==> src/rtl/lcd_bus_arbiter_pkg.sv <==
// Shared definitions for the character-LCD bus arbiter: FSM state encoding,
// HD44780 command bytes used by the requesters, and default bus timing
// (in CLOCK_50MHZ cycles).
package lcd_pkg;

    typedef enum logic [2:0] {
        ST_IDLE  = 3'd0,
        ST_SETUP = 3'd1,
        ST_PULSE = 3'd2,
        ST_EXEC  = 3'd3,
        ST_ACK   = 3'd4
    } lcd_arb_state_t;

    localparam logic [7:0] LCD_CMD_FUNC_SET   = 8'h38;
    localparam logic [7:0] LCD_CMD_ENTRY_MODE = 8'h07;
    localparam logic [7:0] LCD_CMD_DISP_CTRL  = 8'h0C;
    localparam logic [7:0] LCD_CMD_CLEAR      = 8'h01;
    localparam logic [7:0] LCD_CMD_DDRAM_BASE = 8'h80;
    localparam logic [7:0] LCD_CMD_SHIFT      = 8'h18;

    localparam logic [31:0] LCD_DEF_SETUP_CYCLES     = 32'd2;
    localparam logic [31:0] LCD_DEF_PULSE_CYCLES     = 32'd12;
    localparam logic [31:0] LCD_DEF_EXEC_CYCLES      = 32'd2000;
    localparam logic [31:0] LCD_DEF_LONG_EXEC_CYCLES = 32'd82000;

    // One-hot acknowledge vector for a 2-requester grant index.
    function automatic logic [1:0] lcd_onehot2(input logic idx);
        return idx ? 2'b10 : 2'b01;
    endfunction

endpackage

==> src/rtl/lcd_bus_arbiter_if.sv <==
// Requester handshake plus LCD pin bundle. The arbiter uses the slave view;
// the requester side (message logic / testbench) uses the master view.
interface lcd_bus_arbiter_if;

    logic [1:0]  REQ;
    logic [1:0]  REQ_RS;
    logic [15:0] REQ_DATA;
    logic [1:0]  REQ_LONG;
    logic [1:0]  ACK;
    logic        BUSY;
    logic [7:0]  LCD_DATA_BIT;
    logic        LCD_ENABLE;
    logic        LCD_REGISTER_SELECT;
    logic        LCD_READ_WRITE;

    modport slave (
        input  REQ, REQ_RS, REQ_DATA, REQ_LONG,
        output ACK, BUSY, LCD_DATA_BIT, LCD_ENABLE,
               LCD_REGISTER_SELECT, LCD_READ_WRITE
    );

    modport master (
        output REQ, REQ_RS, REQ_DATA, REQ_LONG,
        input  ACK, BUSY, LCD_DATA_BIT, LCD_ENABLE,
               LCD_REGISTER_SELECT, LCD_READ_WRITE
    );

endinterface

==> src/rtl/lcd_bus_arbiter_pick.sv <==
// 2-way round-robin grant picker. On a tie the requester that was not
// granted last wins; a single requester always wins.
module lcd_rr_pick_2 (
    input  logic [1:0] req_i,
    input  logic       ptr_i,
    output logic       grant_o,
    output logic       valid_o
);

    // Combinational pick from the request vector and last-grant pointer.
    always_comb begin
        valid_o = |req_i;
        grant_o = 1'b0;
        case (req_i)
            2'b01:   grant_o = 1'b0;
            2'b10:   grant_o = 1'b1;
            2'b11:   grant_o = ~ptr_i;
            default: grant_o = 1'b0;
        endcase
    end

endmodule

==> src/rtl/lcd_bus_arbiter.sv <==
// Character-LCD bus arbiter: shares the write-only HD44780 bus between the
// init sequencer (port 0) and the text writer (port 1), generating the
// RS/DB setup, E pulse and execution wait for each single-byte write.
// Optional build macro LCD_ARB_STATS_EN adds XFER_COUNT and LAST_GRANT.
//
//   state    | meaning
//   ---------+-----------------------------------------------------------
//   ST_IDLE  | bus quiet, sample requests, latch winner's RS/DB/LONG
//   ST_SETUP | RS/DB driven, E low, SETUP_CYCLES cycles
//   ST_PULSE | E high, PULSE_CYCLES cycles
//   ST_EXEC  | E low, wait EXEC_CYCLES or LONG_EXEC_CYCLES for the LCD
//   ST_ACK   | one-cycle ACK to the granted requester
module lcd_bus_arbiter
    import lcd_pkg::*;
#(
    parameter logic [31:0] SETUP_CYCLES     = LCD_DEF_SETUP_CYCLES,
    parameter logic [31:0] PULSE_CYCLES     = LCD_DEF_PULSE_CYCLES,
    parameter logic [31:0] EXEC_CYCLES      = LCD_DEF_EXEC_CYCLES,
    parameter logic [31:0] LONG_EXEC_CYCLES = LCD_DEF_LONG_EXEC_CYCLES
) (
    input  logic             CLOCK_50MHZ,
    input  logic             BUTTON_SOUTH,
    lcd_bus_arbiter_if.slave bus
`ifdef LCD_ARB_STATS_EN
    ,
    output logic [15:0]      XFER_COUNT,
    output logic [0:0]       LAST_GRANT
`endif
);

    lcd_arb_state_t state_q, state_d;
    logic [31:0]    cnt_q, cnt_d;
    logic           grant_q, grant_d;
    logic           ptr_q, ptr_d;
    logic           rs_q, rs_d;
    logic           long_q, long_d;
    logic [7:0]     data_q, data_d;
    logic           en_q, en_d;
    logic           busy_q, busy_d;
    logic [1:0]     ack_q, ack_d;
    logic           pick_idx;
    logic           pick_vld;
    logic [31:0]    exec_last;

    lcd_rr_pick_2 u_pick (
        .req_i   (bus.REQ),
        .ptr_i   (ptr_q),
        .grant_o (pick_idx),
        .valid_o (pick_vld)
    );

    // The timer is a down-counter loaded with (duration - 1) on state entry.
    assign exec_last = long_q ? (LONG_EXEC_CYCLES - 32'd1) : (EXEC_CYCLES - 32'd1);

    // Next-state, timer and latch logic; pin values are derived from the
    // next state so every output comes straight from a flop.
    always_comb begin
        state_d = state_q;
        cnt_d   = cnt_q;
        grant_d = grant_q;
        ptr_d   = ptr_q;
        rs_d    = rs_q;
        long_d  = long_q;
        data_d  = data_q;

        case (state_q)
            ST_IDLE: begin
                if (pick_vld) begin
                    grant_d = pick_idx;
                    ptr_d   = pick_idx;
                    rs_d    = bus.REQ_RS[pick_idx];
                    long_d  = bus.REQ_LONG[pick_idx];
                    data_d  = pick_idx ? bus.REQ_DATA[15:8] : bus.REQ_DATA[7:0];
                    cnt_d   = SETUP_CYCLES - 32'd1;
                    state_d = ST_SETUP;
                end
            end
            ST_SETUP: begin
                if (cnt_q == 32'd0) begin
                    cnt_d   = PULSE_CYCLES - 32'd1;
                    state_d = ST_PULSE;
                end else begin
                    cnt_d = cnt_q - 32'd1;
                end
            end
            ST_PULSE: begin
                if (cnt_q == 32'd0) begin
                    cnt_d   = exec_last;
                    state_d = ST_EXEC;
                end else begin
                    cnt_d = cnt_q - 32'd1;
                end
            end
            ST_EXEC: begin
                if (cnt_q == 32'd0) begin
                    state_d = ST_ACK;
                end else begin
                    cnt_d = cnt_q - 32'd1;
                end
            end
            ST_ACK: begin
                cnt_d   = 32'd0;
                state_d = ST_IDLE;
            end
            default: begin
                cnt_d   = 32'd0;
                state_d = ST_IDLE;
            end
        endcase

        en_d   = (state_d == ST_PULSE);
        busy_d = (state_d != ST_IDLE);
        ack_d  = (state_d == ST_ACK) ? lcd_onehot2(grant_q) : 2'b00;
    end

    // State, timer, latched transfer and registered pin outputs.
    always_ff @(posedge CLOCK_50MHZ or posedge BUTTON_SOUTH) begin
        if (BUTTON_SOUTH) begin
            state_q <= ST_IDLE;
            cnt_q   <= 32'd0;
            grant_q <= 1'b0;
            ptr_q   <= 1'b1;
            rs_q    <= 1'b0;
            long_q  <= 1'b0;
            data_q  <= 8'h00;
            en_q    <= 1'b0;
            busy_q  <= 1'b0;
            ack_q   <= 2'b00;
        end else begin
            state_q <= state_d;
            cnt_q   <= cnt_d;
            grant_q <= grant_d;
            ptr_q   <= ptr_d;
            rs_q    <= rs_d;
            long_q  <= long_d;
            data_q  <= data_d;
            en_q    <= en_d;
            busy_q  <= busy_d;
            ack_q   <= ack_d;
        end
    end

    assign bus.LCD_DATA_BIT        = data_q;
    assign bus.LCD_REGISTER_SELECT = rs_q;
    assign bus.LCD_ENABLE          = en_q;
    assign bus.LCD_READ_WRITE      = 1'b0;
    assign bus.ACK                 = ack_q;
    assign bus.BUSY                = busy_q;

`ifdef LCD_ARB_STATS_EN
    logic [15:0] xfer_q;

    // Completed-transfer counter, stepping with the ACK pulse, saturating.
    always_ff @(posedge CLOCK_50MHZ or posedge BUTTON_SOUTH) begin
        if (BUTTON_SOUTH) begin
            xfer_q <= 16'h0000;
        end else if ((ack_d != 2'b00) && (xfer_q != 16'hFFFF)) begin
            xfer_q <= xfer_q + 16'h0001;
        end
    end

    assign XFER_COUNT = xfer_q;
    assign LAST_GRANT = ptr_q;
`endif

endmodule

==> src/flat_wrapper.sv <==
// flat-port wrapper written by rule: the top's interface ports become plain ports
module lcd_bus_arbiter_flat import lcd_pkg::*;
#(
    parameter logic [31:0] SETUP_CYCLES     = LCD_DEF_SETUP_CYCLES,
    parameter logic [31:0] PULSE_CYCLES     = LCD_DEF_PULSE_CYCLES,
    parameter logic [31:0] EXEC_CYCLES      = LCD_DEF_EXEC_CYCLES,
    parameter logic [31:0] LONG_EXEC_CYCLES = LCD_DEF_LONG_EXEC_CYCLES
)
  (CLOCK_50MHZ, BUTTON_SOUTH, bus_REQ, bus_REQ_RS, bus_REQ_DATA, bus_REQ_LONG, bus_ACK, bus_BUSY, bus_LCD_DATA_BIT, bus_LCD_ENABLE, bus_LCD_REGISTER_SELECT, bus_LCD_READ_WRITE);
  lcd_bus_arbiter_if bus_i ();
  input  logic CLOCK_50MHZ;
  input  logic BUTTON_SOUTH;
  input wire logic [$bits(bus_i.REQ)-1:0] bus_REQ;
  input wire logic [$bits(bus_i.REQ_RS)-1:0] bus_REQ_RS;
  input wire logic [$bits(bus_i.REQ_DATA)-1:0] bus_REQ_DATA;
  input wire logic [$bits(bus_i.REQ_LONG)-1:0] bus_REQ_LONG;
  output wire logic [$bits(bus_i.ACK)-1:0] bus_ACK;
  output wire logic [$bits(bus_i.BUSY)-1:0] bus_BUSY;
  output wire logic [$bits(bus_i.LCD_DATA_BIT)-1:0] bus_LCD_DATA_BIT;
  output wire logic [$bits(bus_i.LCD_ENABLE)-1:0] bus_LCD_ENABLE;
  output wire logic [$bits(bus_i.LCD_REGISTER_SELECT)-1:0] bus_LCD_REGISTER_SELECT;
  output wire logic [$bits(bus_i.LCD_READ_WRITE)-1:0] bus_LCD_READ_WRITE;
  assign bus_i.REQ = bus_REQ;
  assign bus_i.REQ_RS = bus_REQ_RS;
  assign bus_i.REQ_DATA = bus_REQ_DATA;
  assign bus_i.REQ_LONG = bus_REQ_LONG;
  assign bus_ACK = bus_i.ACK;
  assign bus_BUSY = bus_i.BUSY;
  assign bus_LCD_DATA_BIT = bus_i.LCD_DATA_BIT;
  assign bus_LCD_ENABLE = bus_i.LCD_ENABLE;
  assign bus_LCD_REGISTER_SELECT = bus_i.LCD_REGISTER_SELECT;
  assign bus_LCD_READ_WRITE = bus_i.LCD_READ_WRITE;
  lcd_bus_arbiter #(.SETUP_CYCLES(SETUP_CYCLES), .PULSE_CYCLES(PULSE_CYCLES), .EXEC_CYCLES(EXEC_CYCLES), .LONG_EXEC_CYCLES(LONG_EXEC_CYCLES)) u_core (.CLOCK_50MHZ(CLOCK_50MHZ), .BUTTON_SOUTH(BUTTON_SOUTH), .bus(bus_i));
endmodule
==> config.mk <==
export PLATFORM = sky130hd
export DESIGN_NAME = lcd_bus_arbiter_flat
export DESIGN_NICKNAME = d
export VERILOG_FILES = /design/src/rtl/lcd_bus_arbiter_pkg.sv /design/src/rtl/lcd_bus_arbiter_if.sv /design/src/rtl/lcd_bus_arbiter_pick.sv /design/src/rtl/lcd_bus_arbiter.sv /design/src/flat_wrapper.sv
export SDC_FILE = /design/constraint.sdc
export NUM_CORES = 1
export LEC_CHECK = 0
export ABC_AREA = 1
export CAP_MARGIN = 20
export CORE_ASPECT_RATIO = 0.9
export CORE_MARGIN = 2
export CORE_UTILIZATION = 35
export CTS_CLUSTER_DIAMETER = 100
export CTS_CLUSTER_SIZE = 10
export DETAILED_ROUTE_END_ITERATION = 10
export PLACE_DENSITY_LB_ADDON = 0.12
export SETUP_SLACK_MARGIN = 0.15
export SLEW_MARGIN = 30
export SYNTH_ARGS = -nofsm -noshare
export SYNTH_HDL_FRONTEND = slang
export SYNTH_SLANG_ARGS = --single-unit
export TNS_END_PERCENT = 5
==> constraint.sdc <==
create_clock -name CLOCK_50MHZ -period 1.85 [get_ports CLOCK_50MHZ]
set_input_delay 0.37 -clock CLOCK_50MHZ [delete_from_list [all_inputs] [get_ports CLOCK_50MHZ]]
set_output_delay 0.37 -clock CLOCK_50MHZ [all_outputs]
set_load 0.02 [all_outputs]
# Word-level counts from Yosys, hierarchy flattened
# Cells that the tools add are included.
[word_totals]
ff_bits = 51
input_bits = 24
out_inout_bits = 14
wordCells = 47
[op_classes]
addsub = 1
n_lt_le_gt_ge = 1
n_eq_ne = 9
n_mux = 19
bitwise = 1
reduce_logical = 6
[ops]
columns = ["cell", "n"]
rows = [
  ["$mux 32", 4],
  ["$pmux 32 s4", 1],
  ["$logic_not 32->1", 1],
  ["$sub 32x1->32 const B", 1],
  ["$mux 17", 1],
  ["$mux 3", 4],
  ["$pmux 3 s4", 1],
  ["$eq 3x2->1 const B", 3],
  ["$mux 8", 1],
  ["$eq 2x2->1 const B", 2],
  ["$mux 1", 4],
  ["$mux 2", 2],
  ["$reduce_and 2->1", 2],
  ["$eq 3x1->1 const B", 1],
  ["$eq 3x3->1 const B", 1],
  ["$logic_not 3->1", 1],
  ["$reduce_bool 3->1", 1],
  ["$lt 1x2->1 const B", 1],
  ["$ne 2x1->1 const B", 1],
  ["$ne 2x2->1 const B", 1],
  ["$pmux 1 s2", 1],
  ["$reduce_or 2->1", 1],
  ["$not 1->1", 1],
]

# Longest topological paths before layout
# Gate-level depths: netlist of the first run.
[logic_depth]
word_depth = 5
mapped_depth = 13
ltp_nobuf = 13

# Hierarchy
# A second synthesis of the first run with hierarchy kept.
[hier_totals]
cells_unflattened = 459
hier_area_um2 = 3231.8
[modules_own_cells]
columns = ["module", "instances", "cells_each", "area_each_um2", "seq_area_each_um2"]
rows = [
  ["lcd_bus_arbiter", 1, 456, 3216.8, 1277.5],
  ["lcd_rr_pick_2", 1, 3, 15.0, 0.0],
]

# Least setup slack after synthesis of the first run
# OpenSTA, ideal clock, no wires.
[synth_path]
path_type = "flip-flop to flip-flop"
start = "register u_core.cnt_q[0]"
end = "register u_core.cnt_q[13]"
setup_time_ns = 0.118
t_arrival_ns = 1.517
required_time_ns = 1.732
path_slack_ns = 0.215
stages_incl_launch_ff = 12
n_path_buf = 0
synth_period_minus_slack_ns = 1.635
path_cell_list = "dfrtp_1 -> inv_1 -> ha_1 -> nand2_1 -> nor2_1 -> nand2_2 -> nor2_8 -> nand2_1 -> nand2_1 -> nand2_2 -> inv_4 -> nor2_1"
[synth_between]
elab_chain_cells = 3
word_cells_on_any_way = 8
classes_between = "add/sub: 1; eq/ne: 1; mux: 4; reduce/logical: 2"
[synth_lines]
columns = ["item", "line_no", "source"]
rows = [
  ["start, declared", "lcd_bus_arbiter.sv:32", "logic [31:0] cnt_q, cnt_d;"],
  ["start signal, assigned", "lcd_bus_arbiter.sv:131", "cnt_q <= cnt_d;"],
  ["$sub 32x1->32 / $logic_not 32->1 (equally long branches)", "-", ""],
  ["$mux 32, or another cell as far along", "lcd_bus_arbiter.sv:95", "if (cnt_q == 32'd0) begin"],
  ["$pmux 32 s4 / $reduce_and 2->1 (equally long branches)", "-", ""],
]
# Several ways; a longest one is shown, not always the timed one. The select of a mux whose other input is x is not followed.
# A chain may end at the register's enable or synchronous reset.

# Final worst setup path of the first run
[layout_path]
start = "register u_core.cnt_q[3]"
end = "register u_core.cnt_q[12]"
# Same word-level chain as after synthesis.

==> results of run 1 <==
-- cells in the final DEF, fill, tap and decap left out, types with 2 or more instances in the layout --
cell type        count
xor2_1               6
nand3_4              3
dfrtp_2              6
ha_4                 2
nand2_2             19
buf_12               2
xnor2_1              2
nor2_2              15
o21ai_0             39
nor2_1              65
a21oi_2              2
inv_1               53
a21oi_1              3
dfrtp_1             44
nand4_1              9
nand3_1             28
buf_6               12
clkbuf_8             5
nand2_4              8
inv_2                5
o21bai_1             3
o21ai_1              4
clkbuf_1             2
clkdlybuf4s50_1     36
buf_4               47
nor3_1               5
nand2_1            119
nand3_2              2
nor2_4              22
-- metrics by stage --
stage / TNS (ps) / power, mW / utilization (%) / cell area (sq um)
3_5_place_dp: -658.8 / 1.341 / 44.88 / 4114
5_1_grt: 0 / 2.176 / 51.04 / 4678
2_1_floorplan: 0 / 1.234 / - / 3314
6_report: 0 / 2.093 / 51.04 / 4678
4_1_cts: 0 / 2.127 / 46.86 / 4295
3_3_place_gp: -44.90 / 1.341 / 44.88 / 4114
-- state kept, by name, indices dropped and copies added, names as in the netlist --
register	flops
u_core.bus.ACK	2
u_core.bus.LCD_REGISTER_SELECT	1
u_core.cnt_q	32
u_core.long_q	1
u_core.state_q	3
u_core.ptr_q	1
u_core.bus.BUSY	1
u_core.bus.LCD_DATA_BIT	8
u_core.grant_q	1
u_core.bus.LCD_ENABLE	1
-- worst max-delay path: cells and delay by family, from the launching register on --
kind                   cells  cell delay [ps]
AO/OA/AOI/OAI              1               30
buffers and inverters      3              330
flip-flops                 1              460
AND/OR/NAND/NOR            8              780
-- area by class of cell --
type	count	share of cell area [%]
well taps	122	3.263
inverters	59	4.841
clock buffers	7	1.631
flip-flops and latches	51	27.47
clock inverters	1	0.6419
repair buffers	98	19.10
multi-input cells	366	43.06
-- timing repair --
item                                    4_1_cts  5_1_grt
resized for setup                            18       83
pin swaps                                     5       30
setup buffers                                 2       13
endpoints found under the setup margin       32       35
cloned                                        0        2
-- worst paths after layout --
check	startpoint	end	slack [ps]	depth (start not counted)
setup reg to reg	u_core.cnt_q[3]$_DFFE_PP0P_	u_core.cnt_q[12]$_DFFE_PP0P_	150	12
max in group asynchronous	BUTTON_SOUTH	u_core.ptr_q$_DFFE_PP1P_	1140	3
hold reg to reg	u_core.grant_q$_DFFE_PP0P_	u_core.bus.ACK[0]$_DFF_PP0_	410	1
hold / removal	BUTTON_SOUTH	u_core.cnt_q[20]$_DFFE_PP0P_	410	3
setup / recovery	u_core.cnt_q[3]$_DFFE_PP0P_	u_core.cnt_q[12]$_DFFE_PP0P_	150	12
min in group CLOCK_50MHZ	u_core.grant_q$_DFFE_PP0P_	u_core.bus.ACK[0]$_DFF_PP0_	410	1
-- routing by layer --
layer	wire length (um)	GRT usage, %	vias up
met2	4243	31.74	72
li1	-	-	1710
met5	0	0	-
met4	111	3.788	0
met3	392	2.844	11
met1	4797	27.47	1556
-- cells by family after synthesis --
kind of cell / Yosys count / synth area share (%)
xor+xnor: 8 / 2.114
fa+ha+maj: 2 / 0.7549
compound gates: 55 / 9.249
other cells: 1 / 0.1131
flops: 51 / 38.54
buf+inv: 70 / 9.060
simple gates: 300 / 40.17
-- power by group through the flow --
stage	Sequential, mW	Combinational, mW	Clock, mW
2_1_floorplan	1.19	0.0472	0
3_3_place_gp	1.17	0.175	0
3_5_place_dp	1.17	0.174	0
4_1_cts	1.14	0.176	0.807
5_1_grt	1.15	0.191	0.839
6_report	1.14	0.173	0.776
==> results.py, run 1 <==
metrics = {
    "timing": {
        "finalHoldViolCount": 0,
        "finalMaxSlewViolations": 0,
        "setup_violations": 0,
        "worst_slack_ps": 151.1,
        "whs_ps": 413.7,
        "finalCritPeriodShare_pct": 91.83,
        "rsz0062_at_grt": "yes",
        "min_period_ps": 1699,
        "max_freq_ghz": 0.5886,
        "fin_worst_skew_ps": 11.28,
    },
    "logic_synthesis": {
        "ys_ff_latch": 51,
        "synth_cell_types": 35,
        "ys_top_cells_by_area": "dfrtp_1 38%, nand2_1 16%, nor2_1 9.9%, o21ai_0 6.5%, inv_1 6.5%",
        "yosysMostFrequentCell": "nand2_1",
        "ys_seq_area_share_pct": 38.54,
        "syn_area_sq_um": 3314,
        "synth_ff_type": "dfrtp_1",
        "yosysTopAreaCellShare_pct": 37.75,
        "syn_avg_cell_area_sq_um": 6.806,
        "synth_top_area_cell": "dfrtp_1",
        "synth_edf_count": 0,
        "synthTopCellsByCount": "137 x nand2_1, 87 x nor2_1, 57 x inv_1, 50 x dfrtp_1, 43 x o21ai_0",
        "ys.warnings.count": 0,
        "synthCells": 487,
        "synthArstFlopShare_pct": 100.0,
        "syn_nets": 513,
    },
    "setup_path": {
        "path_common_cell": "nand2_1",
        "critPathKind": "reg2reg",
        "max_stage_delay_ps": 460,
        "crit_path_top_delay_cell": "dfrtp_2",
        "crit_path_end_kind": "flop",
        "worstPathArrival_ps": 1900,
        "startpoint_type": "flop",
        "worst_ep_required_time_ps": 2050,
        "path_max_fanout": 4,
        "crit_path_cell_trace": "nor2_4, buf_6, nand2_4, nor2_4, inv_2, nor2_4, buf_6, nand2_1, nand2_1, nand2_1, nand2_1, a21oi_2",
    },
    "layout": {
        "fin_nets": 607,
        "synthToLayoutAreaGrowth_pct": 41.15,
        "drive_above_1_share_pct": 26.98,
        "multi_input_area_sq_um": 2014,
        "stdcell_count": 704,
        "antenna_cells": 0,
        "n_fill_cell": 920,
        "regArea_sq_um": 1285,
    },
    "floorplanning": {
        "fp.dieW_um": 106.6,
        "coreArea_sq_um": 9166,
        "start_util_pct": 36.16,
        "io_pins": 38,
        "die_y_um": 96.32,
        "num_rows": 33,
        "die-area_sq_um": 10270,
    },
    "power_and_ir_drop": {
        "share_comb_of_total_power_pct": 8.2,
        "p_per_area_nw_per_um2": 447.4,
        "pwr-share-clk_pct": 37.1,
        "ir_worst_vdd_uv": 264.7,
        "p_int_mw": 1.628,
        "switchingPower_mw": 0.4655,
        "swShare_pct": 22.24,
        "leakage_nw": 2.194,
        "seq_power_share_pct": 54.7,
    },
    "grt": {
        "grt_pass1_vias": 3218,
        "gr-usage-all-layers_pct": 19.38,
        "grt.overflow.total": 0,
        "antenna_found_initial": 0,
        "grt_max_degree": 52,
        "grt_pass1_wl_mm": 15.75,
    },
    "min_path": {
        "hold_class": "in2async",
    },
    "clocking": {
        "root_buffer": "clkbuf_8",
        "cts_tree": "yes",
        "cts_buffer_depth": 2,
        "clk_latency_ps": 310,
        "clk_pin_slew_ps": 100,
        "hold_buffers": 0,
        "cts_sinks": 51,
        "h-tree-depth": 2,
        "cts_inserted_buffers": 5,
    },
    "flow_run": {
        "maxCapViolCount": 0,
    },
    "placed_design": {
        "gp_congestion": 0.8926,
        "io_buffers": 36,
        "pre_cts_slack_ps": -71.24,
        "hpwl_mm": 7.044,
        "dp_cells": 679,
    },
    "routing": {
        "drc": 0,
        "avgRoutedWirePerCell_um": 13.56,
        "postRouteAntennaNets": 0,
        "viasPerCell": 4.757,
        "wl_mm": 9.545,
        "vias": 3349,
        "initialDrtViolationCount": 230,
        "drtPass1Iterations": 4,
    },
    "status": {
        "outcome": "finished clean",
    },
}
(Power assumes the default switching activity.)
==> run 2, diff against run 1 <==
- CORE_UTILIZATION: 35 -> 57
==> results.py, run 2 (synthesis gave the netlist of run 1 again) <==
metrics = {
    "floorplanning": {
        "num_rows": 26,
        "io_pins": 38,
        "start_util_pct": 58.55,
        "die_y_um": 76.34,
        "fp.dieW_um": 84.38,
        "coreArea_sq_um": 5660,
        "die-area_sq_um": 6442,
    },
    "timing": {
        "finalHoldViolCount": 0,
        "setup-tns-final_ps": 0,
        "fin_worst_skew_ps": 11.49,
        "max_freq_ghz": 0.5636,
        "finalCritPeriodShare_pct": 95.91,
        "setup_violations": 0,
        "min_period_ps": 1774,
        "rsz0062_at_grt": "yes",
        "finalMaxSlewViolations": 0,
    },
    "routing": {
        "viasPerCell": 5.426,
        "avgRoutedWirePerCell_um": 14.77,
        "drtPass1Iterations": 5,
        "wl_mm": 9.465,
        "vias": 3478,
        "postRouteAntennaNets": 0,
        "initialDrtViolationCount": 264,
        "drc": 0,
    },
    "grt": {
        "grt_pass1_wl_mm": 15.00,
        "grt_pass1_vias": 3229,
        "grt.overflow.total": 0,
        "grt_max_degree": 34,
        "gr-usage-all-layers_pct": 28.43,
        "antenna_found_initial": 0,
    },
    "layout": {
        "top_register": "u_core.cnt_q",
        "synthToLayoutAreaGrowth_pct": 33.07,
        "drive_above_1_share_pct": 23.82,
        "fin_nets": 596,
        "layout_common_cells": "127 x nand2_1, 69 x nor2_1, 53 x inv_1",
        "stdcell_count": 641,
        "final_common_cell": "nand2_1",
        "largest_reg_flops": 32,
        "antenna_cells": 0,
    },
    "setup_path": {
        "path_max_fanout": 7,
        "crit_path_end_kind": "flop",
        "critPathKind": "reg2reg",
        "worst_ep_required_time_ps": 2060,
        "startpoint_type": "flop",
        "worstPathArrival_ps": 1980,
    },
    "min_path": {
        "hold_class": "in2async",
    },
    "power_and_ir_drop": {
        "leakage_nw": 2.097,
        "power_mw": 2.102,
        "ir_worst_vdd_uv": 400.0,
        "p_per_area_nw_per_um2": 476.7,
    },
    "placed_design": {
        "gp_congestion": 0.9364,
        "dp_cells": 613,
        "hpwl_mm": 6.653,
        "io_buffers": 36,
    },
    "clocking": {
        "clk_pin_slew_ps": 100,
        "h-tree-depth": 2,
        "clk_latency_ps": 310,
        "cts_tree": "yes",
        "cts_buffer_depth": 2,
        "cts_inserted_buffers": 5,
        "cts_sinks": 51,
        "root_buffer": "clkbuf_8",
    },
    "flow_run": {
        "maxCapViolCount": 0,
    },
    "status": {
        "outcome": "finished clean",
    },
}
[run 2: changes by cell type in the layout (fill, tap and decap cells not counted), sizes merged]
cell,previous run,this run
buf,62,51
[run 2: final cells by class]
class,count,area (sq um)
clock inverter,1,30.03
timing repair buffer,87,787.0
clock buffer,7,76.32
sequential,51,1291
tap,70,87.58
fill,397,1250
inverter,59,231.5
multi-input combinational,366,1907
[run 2: path summary, 6_finish.rpt]
path | endpoint | from | depth (start not counted) | slack [ps]
setup / recovery | u_core.cnt_q[21]$_DFFE_PP0P_ | u_core.cnt_q[0]$_DFFE_PP0P_ | 11 | 80
hold / removal | u_core.state_q[2]$_DFF_PP0_ | BUTTON_SOUTH | 3 | 390
setup reg to reg | u_core.cnt_q[21]$_DFFE_PP0P_ | u_core.cnt_q[0]$_DFFE_PP0P_ | 11 | 80
hold reg to reg | u_core.bus.ACK[0]$_DFF_PP0_ | u_core.grant_q$_DFFE_PP0P_ | 1 | 430
max in group asynchronous | u_core.cnt_q[4]$_DFFE_PP0P_ | BUTTON_SOUTH | 3 | 1200
min in group CLOCK_50MHZ | u_core.bus.ACK[0]$_DFF_PP0_ | u_core.grant_q$_DFFE_PP0P_ | 1 | 430
[run 2: critical path, stage by stage (launching register included)]
cell and delay [ps]:
dfrtp_1 400, inv_4 80, ha_4 170, nand2_2 60
nor2_1 40, nand2_1 110, nor2_4 50, a21oi_4 310
buf_4 210, nand3_1 100, nand2_1 90, nor2_1 40
[run 2: per-stage QoR]
| step | instance area [sq um] | setup WS [ps] | hold WS (ps) | util, % |
|---|---|---|---|---|
| 3_5_place_dp | 3944 | -22.24 | 421.4 | 69.67 |
| 5_1_grt | 4410 | -9.726 | 408.9 | 77.92 |
| 4_1_cts | 4098 | 119.8 | 399.1 | 72.39 |
| 2_1_floorplan | 3314 | 215.0 | 403.2 | - |
| 3_3_place_gp | 3944 | -28.64 | 408.5 | 69.67 |
| 6_report | 4410 | 75.69 | 385.3 | 77.92 |
[run 2: routing by layer]
layer | global-route usage, % | share of wire, %
met1 | 41.49 | 45
met5 | 0 | 0
met2 | 44.29 | 48
met3 | 4.875 | 6.2
met4 | 7.143 | 1.3
[run 2: repair_timing]
action	CTS	global route
gates resized for setup	15	56
setup buffers	1	18
hold buffers	0	0
cloned	0	1
pin swaps	2	26
endpoints found under the setup margin	31	34
[run 2: power by group]
group          switching, mW  internal, mW
clock network          0.378         0.406
registers             0.0114          1.13
logic                 0.0836        0.0897
total                  0.473          1.63
==> run 3, diff against run 2 <==
- REMOVE_ABC_BUFFERS: not set -> 1
==> results.py, run 3 (synthesis gave the netlist of run 1 again) <==
metrics = {
    "grt": {
        "grt_pass1_wl_mm": 15.16,
        "antenna_found_initial": 0,
        "busiest_layer": "met2",
        "grt_pass1_vias": 3336,
        "grt.overflow.total": 0,
        "use_met1_pct": 39.66,
        "gr-usage-all-layers_pct": 29.00,
        "grt_max_degree": 52,
        "use_met2_pct": 47.54,
        "grt_use_met3_pct": 4.767,
    },
    "placed_design": {
        "gp_congestion": 0.9034,
        "dp_cells": 610,
        "hpwl_mm": 6.550,
        "pre_cts_slack_ps": -78.81,
        "io_buffers": 36,
    },
    "status": {
        "outcome": "finished clean",
    },
    "setup_path": {
        "r2r-start": "u_core.cnt_q[0]$_DFFE_PP0P_",
        "worstPathArrival_ps": 2000,
        "reg2reg_depth": 11,
        "cp_top_family": "simple AND/OR/NAND/NOR gates",
        "reg2reg_slack_ps": 90,
        "crit_path_end_kind": "flop",
        "max_stage_delay_ps": 380,
        "crit_path_cell_trace": "inv_2, ha_4, nand2_2, nor2_4, buf_4, nand3_1, nor2_1, nand4_1, nand2_1, nand2_1, nor2_1",
        "path_buf_inv": 2,
        "startpoint_type": "flop",
        "path_max_fanout": 5,
        "worst_ep_required_time_ps": 2100,
        "critPathKind": "reg2reg",
        "crit_path_top_delay_cell": "dfrtp_1",
        "timing.rr.end": "u_core.cnt_q[30]$_DFFE_PP0P_",
    },
    "routing": {
        "vias": 3386,
        "drc": 0,
        "avgRoutedWirePerCell_um": 14.25,
        "drtPass1Iterations": 5,
        "wl_mm": 8.992,
        "postRouteAntennaNets": 0,
        "initialDrtViolationCount": 197,
        "viasPerCell": 5.366,
    },
    "floorplanning": {
        "die_y_um": 76.34,
        "die-area_sq_um": 6442,
        "io_pins": 38,
        "start_util_pct": 58.55,
        "fp.dieW_um": 84.38,
        "num_rows": 26,
        "coreArea_sq_um": 5660,
    },
    "layout": {
        "drive_above_1_share_pct": 20.68,
        "largest_reg_flops": 32,
        "top_register": "u_core.cnt_q",
        "n_fill_cell": 439,
        "antenna_cells": 0,
        "layout_common_cells": "128 x nand2_1, 71 x nor2_1, 54 x inv_1",
        "synthToLayoutAreaGrowth_pct": 30.20,
        "stdcell_count": 631,
        "fin_nets": 586,
        "utilization_pct": 76.24,
        "final_common_cell": "nand2_1",
    },
    "clocking": {
        "cts_sinks": 51,
        "h-tree-depth": 2,
        "cts_inserted_buffers": 5,
        "clk_latency_ps": 310,
        "cts_buffer_depth": 2,
        "hold_buffers": 0,
        "cts_tree": "yes",
        "root_buffer": "clkbuf_8",
        "clk_pin_slew_ps": 90,
    },
    "min_path": {
        "hold_class": "in2async",
    },
    "timing": {
        "max_freq_ghz": 0.5685,
        "rsz0062_at_grt": "yes",
        "finalMaxSlewViolations": 0,
        "finalCritPeriodShare_pct": 95.08,
        "whs_ps": 417.5,
        "setup_violations": 0,
        "min_period_ps": 1759,
        "finalHoldViolCount": 0,
        "fin_worst_skew_ps": 4.054,
        "worst_slack_ps": 90.98,
    },
    "power_and_ir_drop": {
        "leakage_nw": 2.044,
        "p_per_area_nw_per_um2": 472.6,
        "ir_worst_vdd_uv": 421.3,
    },
    "flow_run": {
        "maxCapViolCount": 0,
    },
}
-- run 3: cell types whose count changed in the layout (fill, tap and decap cells not counted), sizes merged --
cell	delta
clkinvlp	+1
bufinv	-1
buf	-10
-- run 3: cell type report --
type                       count  area [sq um]  area share (%)
sequential                    51          1281           29.69
timing repair buffer          77         742.0           17.19
multi-input combinational    366          1874           43.43
tap                           70         87.58           2.030
clock inverter                 1         7.507          0.1740
clock buffer                   7         96.34           2.233
inverter                      59         226.5           5.248
-- run 3: worst reg2reg max path, stage by stage (launching register included) --
cell	delay, ps
dfrtp_1	380
inv_2	130
ha_4	170
nand2_2	90
nor2_4	170
buf_4	140
nand3_1	70
nor2_1	180
nand4_1	160
nand2_1	90
nand2_1	50
nor2_1	80
-- run 3: what timing repair did --
item,CTS,global route
setup buffers,3,10
endpoints found under the setup margin,30,36
pin swaps,1,11
resized for setup,17,36
-- run 3: how the worst max path moves through the flow --
stage                     cells after the start  slack (ps)                         endpoint                         from
after floorplan                              10          10     u_core.cnt_q[13]$_DFFE_PP0P_  u_core.cnt_q[0]$_DFFE_PP0P_
after global placement                        8         -20     u_core.cnt_q[13]$_DFFE_PP0P_                   bus_REQ[1]
after detailed placement                      8         -80     u_core.cnt_q[27]$_DFFE_PP0P_                   bus_REQ[1]
after CTS                                    10         100  u_core.bus.LCD_ENABLE$_DFF_PP0_  u_core.cnt_q[0]$_DFFE_PP0P_
after global routing                         11           6      u_core.cnt_q[7]$_DFFE_PP0P_  u_core.cnt_q[2]$_DFFE_PP0P_
final                                        11          90     u_core.cnt_q[30]$_DFFE_PP0P_  u_core.cnt_q[0]$_DFFE_PP0P_
-- run 3: power breakdown --
part | internal (mW) | switching, mW
Sequential | 1.13 | 0.0115
Combinational | 0.0885 | 0.0838
Clock | 0.341 | 0.381
Total | 1.56 | 0.476
-- run 3: through the flow --
| stage | cell area [sq um] | total power [mW] | setup TNS, ps |
|---|---|---|---|
| 2_1_floorplan | 3238 | 1.231 | 0 |
| 3_3_place_gp | 3946 | 1.338 | -217.8 |
| 3_5_place_dp | 3946 | 1.341 | -752.4 |
| 4_1_cts | 4114 | 2.054 | 0 |
| 5_1_grt | 4315 | 2.113 | 0 |
| 6_report | 4315 | 2.040 | 0 |
-- run 3: layer usage --
layer / part of all wire [%] / vias to the layer above
met2: 48 / 133
li1: - / 1670
met5: 0 / -
met4: 1.5 / 0
met3: 6.2 / 16
met1: 44 / 1567
